$ cat config.mk
export PLATFORM = sky130hd
export DESIGN_NAME = alu_seq_top_flat
export DESIGN_NICKNAME = d
export VERILOG_FILES = /design/src/rtl/alu_seq_pkg.sv /design/src/rtl/alu_sequencer_if.sv /design/src/rtl/alu_seq_alu.sv /design/src/rtl/alu_seq_top.sv /design/src/rtl/alu_sequencer.sv /design/src/flat_wrapper.sv
export SDC_FILE = /design/constraint.sdc
export NUM_CORES = 1
export LEC_CHECK = 0
export ABC_CLOCK_PERIOD_IN_PS = 6400
export BUFFER_PORTS_ARGS = -buffer_cell sky130_fd_sc_hd__buf_4
export CAP_MARGIN = 20
export CORE_MARGIN = 8
export CORE_UTILIZATION = 29
export DETAILED_ROUTE_END_ITERATION = 8
export PLACE_DENSITY = 0.47
export SKIP_CTS_REPAIR_TIMING = 1
export SYNTH_ARGS = -nofsm -noshare
export SYNTH_HDL_FRONTEND = slang
export SYNTH_SLANG_ARGS = --single-unit
$ cat constraint.sdc
create_clock -name clk -period 6.4 [get_ports clk]
set_clock_uncertainty 0.1 [all_clocks]
set_input_delay 1.28 -clock clk [delete_from_list [all_inputs] [get_ports clk]]
set_output_delay 1.28 -clock clk [all_outputs]
set_load 0.01 [all_outputs]
$ cat src/rtl/alu_seq_pkg.sv
// Shared types and constants for the ALU command sequencer.
// Optional build macro: ALU_SEQ_STICKY_CARRY_EN (see alu_sequencer.sv).
package alu_seq_pkg;
  localparam int DATA_W = 8;
  localparam int CNT_W  = 4;
  localparam logic [CNT_W-1:0] CNT_ONE = CNT_W'(1);

  typedef enum logic [2:0] {
    OP_ADD = 3'b000,
    OP_SUB = 3'b001,
    OP_AND = 3'b010,
    OP_OR  = 3'b011,
    OP_XOR = 3'b100,
    OP_NOR = 3'b101,
    OP_SHL = 3'b110,
    OP_SHR = 3'b111
  } op_t;

  typedef enum logic [1:0] {
    ST_IDLE = 2'd0,
    ST_EXEC = 2'd1,
    ST_RESP = 2'd2
  } state_t;
endpackage

$ cat src/rtl/alu_sequencer_if.sv
// Command / response handshake bundle between a requester and the sequencer.
interface alu_sequencer_if;
  import alu_seq_pkg::*;
  logic              cmd_valid;
  logic              cmd_ready;
  logic [2:0]        cmd_op;
  logic [DATA_W-1:0] cmd_operand;
  logic [CNT_W-1:0]  cmd_count;
  logic              cmd_load;
  logic              rsp_valid;
  logic              rsp_ready;
  logic [DATA_W-1:0] rsp_result;
  logic              rsp_zero;
  logic              rsp_carry;

  modport master (output cmd_valid, cmd_op, cmd_operand, cmd_count, cmd_load, rsp_ready,
                  input  cmd_ready, rsp_valid, rsp_result, rsp_zero, rsp_carry);
  modport slave  (input  cmd_valid, cmd_op, cmd_operand, cmd_count, cmd_load, rsp_ready,
                  output cmd_ready, rsp_valid, rsp_result, rsp_zero, rsp_carry);
endinterface

$ cat src/rtl/alu_seq_alu.sv
// Combinational 8-bit ALU; carry is add carry-out, sub borrow, or the bit shifted out.
module alu_seq_alu
  import alu_seq_pkg::*;
(
  input  logic [DATA_W-1:0] a,
  input  logic [DATA_W-1:0] b,
  input  logic [2:0]        ctrl,
  output logic [DATA_W-1:0] result,
  output logic              zero,
  output logic              carry
);
  logic [DATA_W:0] wide;

  always_comb begin
    wide = '0;
    case (op_t'(ctrl))
      OP_ADD:  wide = {1'b0, a} + {1'b0, b};
      OP_SUB:  wide = {1'b0, a} - {1'b0, b};
      OP_AND:  wide = {1'b0, a & b};
      OP_OR:   wide = {1'b0, a | b};
      OP_XOR:  wide = {1'b0, a ^ b};
      OP_NOR:  wide = {1'b0, ~(a | b)};
      OP_SHL:  wide = {a, 1'b0};
      OP_SHR:  wide = {a[0], 1'b0, a[DATA_W-1:1]};
      default: wide = '0;
    endcase
  end

  assign result = wide[DATA_W-1:0];
  assign carry  = wide[DATA_W];
  assign zero   = (result == '0);
endmodule

$ cat src/rtl/alu_seq_top.sv
// Sequencer paired with the 8-bit ALU it drives.
module alu_seq_top
  import alu_seq_pkg::*;
(
  input  logic           clk,
  input  logic           rst,
  alu_sequencer_if.slave bus,
  output logic           busy
);
  logic [DATA_W-1:0] alu_a, alu_b, alu_result;
  logic [2:0]        alu_control;
  logic              alu_zero, alu_carry;

  alu_sequencer u_seq (
    .clk(clk), .rst(rst), .bus(bus),
    .alu_a(alu_a), .alu_b(alu_b), .alu_control(alu_control),
    .alu_result(alu_result), .alu_zero(alu_zero), .alu_carry(alu_carry),
    .busy(busy)
  );

  alu_seq_alu u_alu (
    .a(alu_a), .b(alu_b), .ctrl(alu_control),
    .result(alu_result), .zero(alu_zero), .carry(alu_carry)
  );
endmodule

$ cat src/rtl/alu_sequencer.sv
// Repeats one ALU op N times on an accumulator, then holds the result until taken.
// Optional build macro: ALU_SEQ_STICKY_CARRY_EN (carry accumulates until next load/reset).
module alu_sequencer
  import alu_seq_pkg::*;
(
  input  logic              clk,
  input  logic              rst,
  alu_sequencer_if.slave    bus,
  output logic [DATA_W-1:0] alu_a,
  output logic [DATA_W-1:0] alu_b,
  output logic [2:0]        alu_control,
  input  logic [DATA_W-1:0] alu_result,
  input  logic              alu_zero,
  input  logic              alu_carry,
  output logic              busy
);
  state_t            state, nxt;
  logic [DATA_W-1:0] acc, opnd_q;
  logic [2:0]        op_q;
  logic [CNT_W-1:0]  cnt_q;
  logic              zero_q, carry_q;

  always_ff @(posedge clk or posedge rst) begin
    if (rst) state <= ST_IDLE;
    else     state <= nxt;
  end

  always_comb begin
    nxt = state;
    case (state)
      ST_IDLE: if (bus.cmd_valid) nxt = bus.cmd_load ? ST_RESP : ST_EXEC;
      ST_EXEC: if (cnt_q == CNT_ONE) nxt = ST_RESP;
      ST_RESP: if (bus.rsp_ready) nxt = ST_IDLE;
      default: nxt = ST_IDLE;
    endcase
  end

  always_comb begin
    bus.cmd_ready = (state == ST_IDLE);
    bus.rsp_valid = (state == ST_RESP);
    busy          = (state != ST_IDLE);
  end

  always_ff @(posedge clk or posedge rst) begin
    if (rst) begin
      acc     <= '0;
      opnd_q  <= '0;
      op_q    <= '0;
      cnt_q   <= '0;
      zero_q  <= 1'b0;
      carry_q <= 1'b0;
    end else begin
      case (state)
        ST_IDLE: if (bus.cmd_valid) begin
          op_q   <= bus.cmd_op;
          opnd_q <= bus.cmd_operand;
          cnt_q  <= (bus.cmd_count == '0) ? CNT_ONE : bus.cmd_count;
          if (bus.cmd_load) begin
            acc     <= bus.cmd_operand;
            zero_q  <= (bus.cmd_operand == '0);
            carry_q <= 1'b0;
          end
        end
        ST_EXEC: begin
          acc    <= alu_result;
          zero_q <= alu_zero;
`ifdef ALU_SEQ_STICKY_CARRY_EN
          carry_q <= carry_q | alu_carry;
`else
          carry_q <= alu_carry;
`endif
          cnt_q <= cnt_q - CNT_ONE;
        end
        default: ;
      endcase
    end
  end

  // ALU operands come straight from state registers, so no cmd/rsp path reaches the ALU.
  assign alu_a       = acc;
  assign alu_b       = opnd_q;
  assign alu_control = op_q;

  assign bus.rsp_result = acc;
  assign bus.rsp_zero   = zero_q;
  assign bus.rsp_carry  = carry_q;
endmodule
$ cat src/flat_wrapper.sv
// flat-port wrapper written by rule: the top's interface ports become plain ports
module alu_seq_top_flat import alu_seq_pkg::*;
  (clk, rst, busy, bus_cmd_valid, bus_cmd_op, bus_cmd_operand, bus_cmd_count, bus_cmd_load, bus_rsp_ready, bus_cmd_ready, bus_rsp_valid, bus_rsp_result, bus_rsp_zero, bus_rsp_carry);
  alu_sequencer_if bus_i ();
  input  logic clk;
  input  logic rst;
  output logic busy;
  input wire logic [$bits(bus_i.cmd_valid)-1:0] bus_cmd_valid;
  input wire logic [$bits(bus_i.cmd_op)-1:0] bus_cmd_op;
  input wire logic [$bits(bus_i.cmd_operand)-1:0] bus_cmd_operand;
  input wire logic [$bits(bus_i.cmd_count)-1:0] bus_cmd_count;
  input wire logic [$bits(bus_i.cmd_load)-1:0] bus_cmd_load;
  input wire logic [$bits(bus_i.rsp_ready)-1:0] bus_rsp_ready;
  output wire logic [$bits(bus_i.cmd_ready)-1:0] bus_cmd_ready;
  output wire logic [$bits(bus_i.rsp_valid)-1:0] bus_rsp_valid;
  output wire logic [$bits(bus_i.rsp_result)-1:0] bus_rsp_result;
  output wire logic [$bits(bus_i.rsp_zero)-1:0] bus_rsp_zero;
  output wire logic [$bits(bus_i.rsp_carry)-1:0] bus_rsp_carry;
  assign bus_i.cmd_valid = bus_cmd_valid;
  assign bus_i.cmd_op = bus_cmd_op;
  assign bus_i.cmd_operand = bus_cmd_operand;
  assign bus_i.cmd_count = bus_cmd_count;
  assign bus_i.cmd_load = bus_cmd_load;
  assign bus_i.rsp_ready = bus_rsp_ready;
  assign bus_cmd_ready = bus_i.cmd_ready;
  assign bus_rsp_valid = bus_i.rsp_valid;
  assign bus_rsp_result = bus_i.rsp_result;
  assign bus_rsp_zero = bus_i.rsp_zero;
  assign bus_rsp_carry = bus_i.rsp_carry;
  alu_seq_top u_core (.clk(clk), .rst(rst), .bus(bus_i), .busy(busy));
endmodule
==> results.toml <==
[floorplanning]
die_x_um = 109
start_util = 0.294
rows = 34
die-area_sq_mm = 0.0119
ios = 33
die_h_um = 109
coreArea_sq_mm = 0.00855

[route]
drt_iter0_drc = 123
wl_um = 7500
wl_met3_um = 355
ant_nets = 0
wl_met1_um = 3820
dr_wl_met2_um = 3290
drc = 0
top_layer_used = "met4"
wire_per_inst_um = 17.4
vias_per_cell = 5.35
vias = 2299
dr.pass1.iters = 4

[worst_setup_path]
critical_path_class = "reg -> reg"
crit_chain = "nand2_1 -> o21ai_0 -> inv_1 -> ha_1 -> nand3b_1 -> a21boi_1 -> o41ai_1 -> nand3_1 -> a31o_2 -> a221o_1"
cp.arrival_ns = 3.67
crit_path_end_kind = "flip-flop"
r2r_start = "u_core.u_seq.alu_control[0]"
start_kind = "flip-flop"
r2r_end = "u_core.u_seq.alu_a[7]"
ff2ff_path_depth = 10
required_ns = 6.46
critPathSlowestCell = "dfrtp_1"
cpPeakStageDelay_ns = 0.96
r2r_slack_ns = 2.79
critPathLaunch = "u_core.u_seq.alu_control[0]"
critical_path_peak_fanout = 27
endpoint = "u_core.u_seq.alu_a[7]"

[cells_and_area]
post_route_cells_drive_above_1_share = 0.171
num-nets-final = 371
antenna_cells = 0
area_delta_synth_final_pct = 15.2

[timing]
final-setup-viol-count = 0
finalHoldViolCount = 0
period_share = 0.565
maxSlewViolCount = 0
tns_ns = 0
period_minus_slack_ns = 3.61
slew_headroom = 0.383
worstMarginPinSlew_ns = 0.925
grt_setup_unrepaired = "no"
max_freq_ghz = 0.277

[clock_network]
clock_latency_ns = 0.28
cts-root-buf = "clkbuf_8"
cts_tree = "built"
cts_buffers = 3
cts.sinks = 27
clk_pin_slew_worst_paths_ns = 0.11
h-tree-depth = 1
cts_max_path_buffers = 2

[global_route]
grt_pass1_wl_um = 12400
antenna_found_initial = 0
first_global_vias = 2295
overflow = 0
grtUsageTotal = 0.131
grt_max_degree = 31

[synth]
ys_async_sr_fraction = 1.00
syn_inst = 299
synth-seq-cells = 27
yosysWarnings = 0
synth_nets = 347
synth.cell_area_sq_mm = 0.00251
synth-edff-count = 0
ys_types = 61
synth_ff_type = "dfrtp_1"
syn_avg_cell_area_sq_um = 8.41
ys_seq_area_frac = 0.269

[status]
run_status = "completed"

[placed_design]
port_buffers = 32
gp_congestion = 0.809
hpwlAfterDp_um = 6010

[job]
maxCapViolCount = 0

[min_path]
worstHoldPathType = "reg -> reg"
[layout by cell type (no fill, tap or decap), types with 3 or more instances in the layout]
cell type | Yosys | layout
a211o_1 | 3 | 3
a21oi_1 | 15 | 15
a221o_1 | 3 | 3
a22oi_1 | 4 | 4
a32oi_1 | 3 | 3
buf_4 | 1 | 34
clkbuf_8 | 0 | 3
dfrtp_1 | 27 | 27
ha_1 | 27 | 27
inv_1 | 26 | 26
mux2_2 | 3 | 3
mux2i_1 | 3 | 3
nand2_1 | 33 | 33
nand2b_1 | 8 | 8
nand3_1 | 10 | 10
nor2_1 | 13 | 13
nor2b_1 | 5 | 5
nor3_1 | 4 | 4
nor4_1 | 4 | 4
o211ai_1 | 4 | 4
o21a_1 | 4 | 4
o21ai_0 | 23 | 23
o22ai_1 | 5 | 5
o31ai_1 | 4 | 4
xnor2_1 | 7 | 7
[metrics by stage]
stage               hold WS [ns]  cells  utilization  area (sq um)  setup slack (ns)
floorplan                  0.405    299            -          2510              3.32
global placement           0.402    425        0.330          2820              2.95
detailed placement         0.403    425        0.330          2820              2.88
CTS                        0.424    429        0.336          2870              2.84
global route               0.461    430        0.339          2900              2.38
finish                     0.424    430        0.339          2900              2.79
[sequential cells by signal, summed over array words and instances (netlist names)]
name	count
u_core.u_seq.bus.rsp_carry	1
u_core.u_seq.alu_a	8
u_core.u_seq.bus.rsp_zero	1
u_core.u_seq.alu_control	3
u_core.u_seq.cnt_q	4
u_core.u_seq.alu_b	8
u_core.u_seq.state	2
[final cells by class]
cell class / count / area, sq um
inverters: 26 / 97.6
multi-input cells: 230 / 1660
well taps: 108 / 135
flip-flops and latches: 27 / 676
repair buffers: 35 / 283
clock inverters: 1 / 7.51
fillers: 908 / 5650
clock buffers: 3 / 41.3
[metal layers]
| metal | GRT usage | vias to the layer above |
|---|---|---|
| met1 | 0.197 | 1117 |
| met5 | 0 | - |
| met3 | 0.0154 | 4 |
| met2 | 0.196 | 50 |
| li1 | - | 1128 |
| met4 | 0.0235 | 0 |
[synthesized netlist by cell type (all sizes together) (5+ instances only)]
cell type | number | area [sq um]
xnor2 | 7 | 61.3
nand3 | 10 | 50.1
o31ai | 5 | 42.5
o21ai | 23 | 115
a21oi | 16 | 83.8
nor2 | 14 | 55.1
inv | 26 | 97.6
dfrtp | 27 | 676
ha | 27 | 338
buf | 7 | 50.1
nand2b | 8 | 50.1
o22ai | 5 | 31.3
nand2 | 33 | 124
nor2b | 5 | 31.3
mux2 | 5 | 63.8
clkbuf | 9 | 33.8
[critical path: cells and delay by family, from the launching register on]
kind	cells	cell delay (ns)
DFF	1	0.96
AOI/OAI and AO/OA	5	1.47
adders and majority gates	1	0.28
and+or+nand+nor	3	0.58
buffers and inverters	1	0.08
[how the worst min path moves through the flow]
| stage | startpoint | endpoint | slack [ns] | depth (start not counted) |
|---|---|---|---|---|
| finish | u_core.u_seq.bus.rsp_carry | u_core.u_seq.bus.rsp_carry | 0.42 | 2 |
| floorplan | u_core.u_seq.cnt_q[3] | u_core.u_seq.cnt_q[3] | 0.40 | 2 |
| global placement | u_core.u_seq.bus.rsp_carry | u_core.u_seq.bus.rsp_carry | 0.40 | 2 |
| CTS | u_core.u_seq.bus.rsp_carry | u_core.u_seq.bus.rsp_carry | 0.42 | 2 |
| global route | u_core.u_seq.cnt_q[3] | u_core.u_seq.cnt_q[3] | 0.46 | 2 |
| detailed placement | u_core.u_seq.bus.rsp_carry | u_core.u_seq.bus.rsp_carry | 0.40 | 2 |
[cell families (layout without fill, tap and decap cells)]
family,after synthesis,after routing,synth area share
AOI/OAI and AO/OA,93,93,0.267
xor gates and xnor gates,8,8,0.0279
adders and majority gates,28,28,0.142
buffers and inverters,42,65,0.0721
DFF,27,27,0.269
muxes,8,8,0.0373
and+or+nand+nor,93,93,0.185
Power is not shown: default switching activity piles up to over one toggle a cycle in this logic, so the estimate is an artifact.
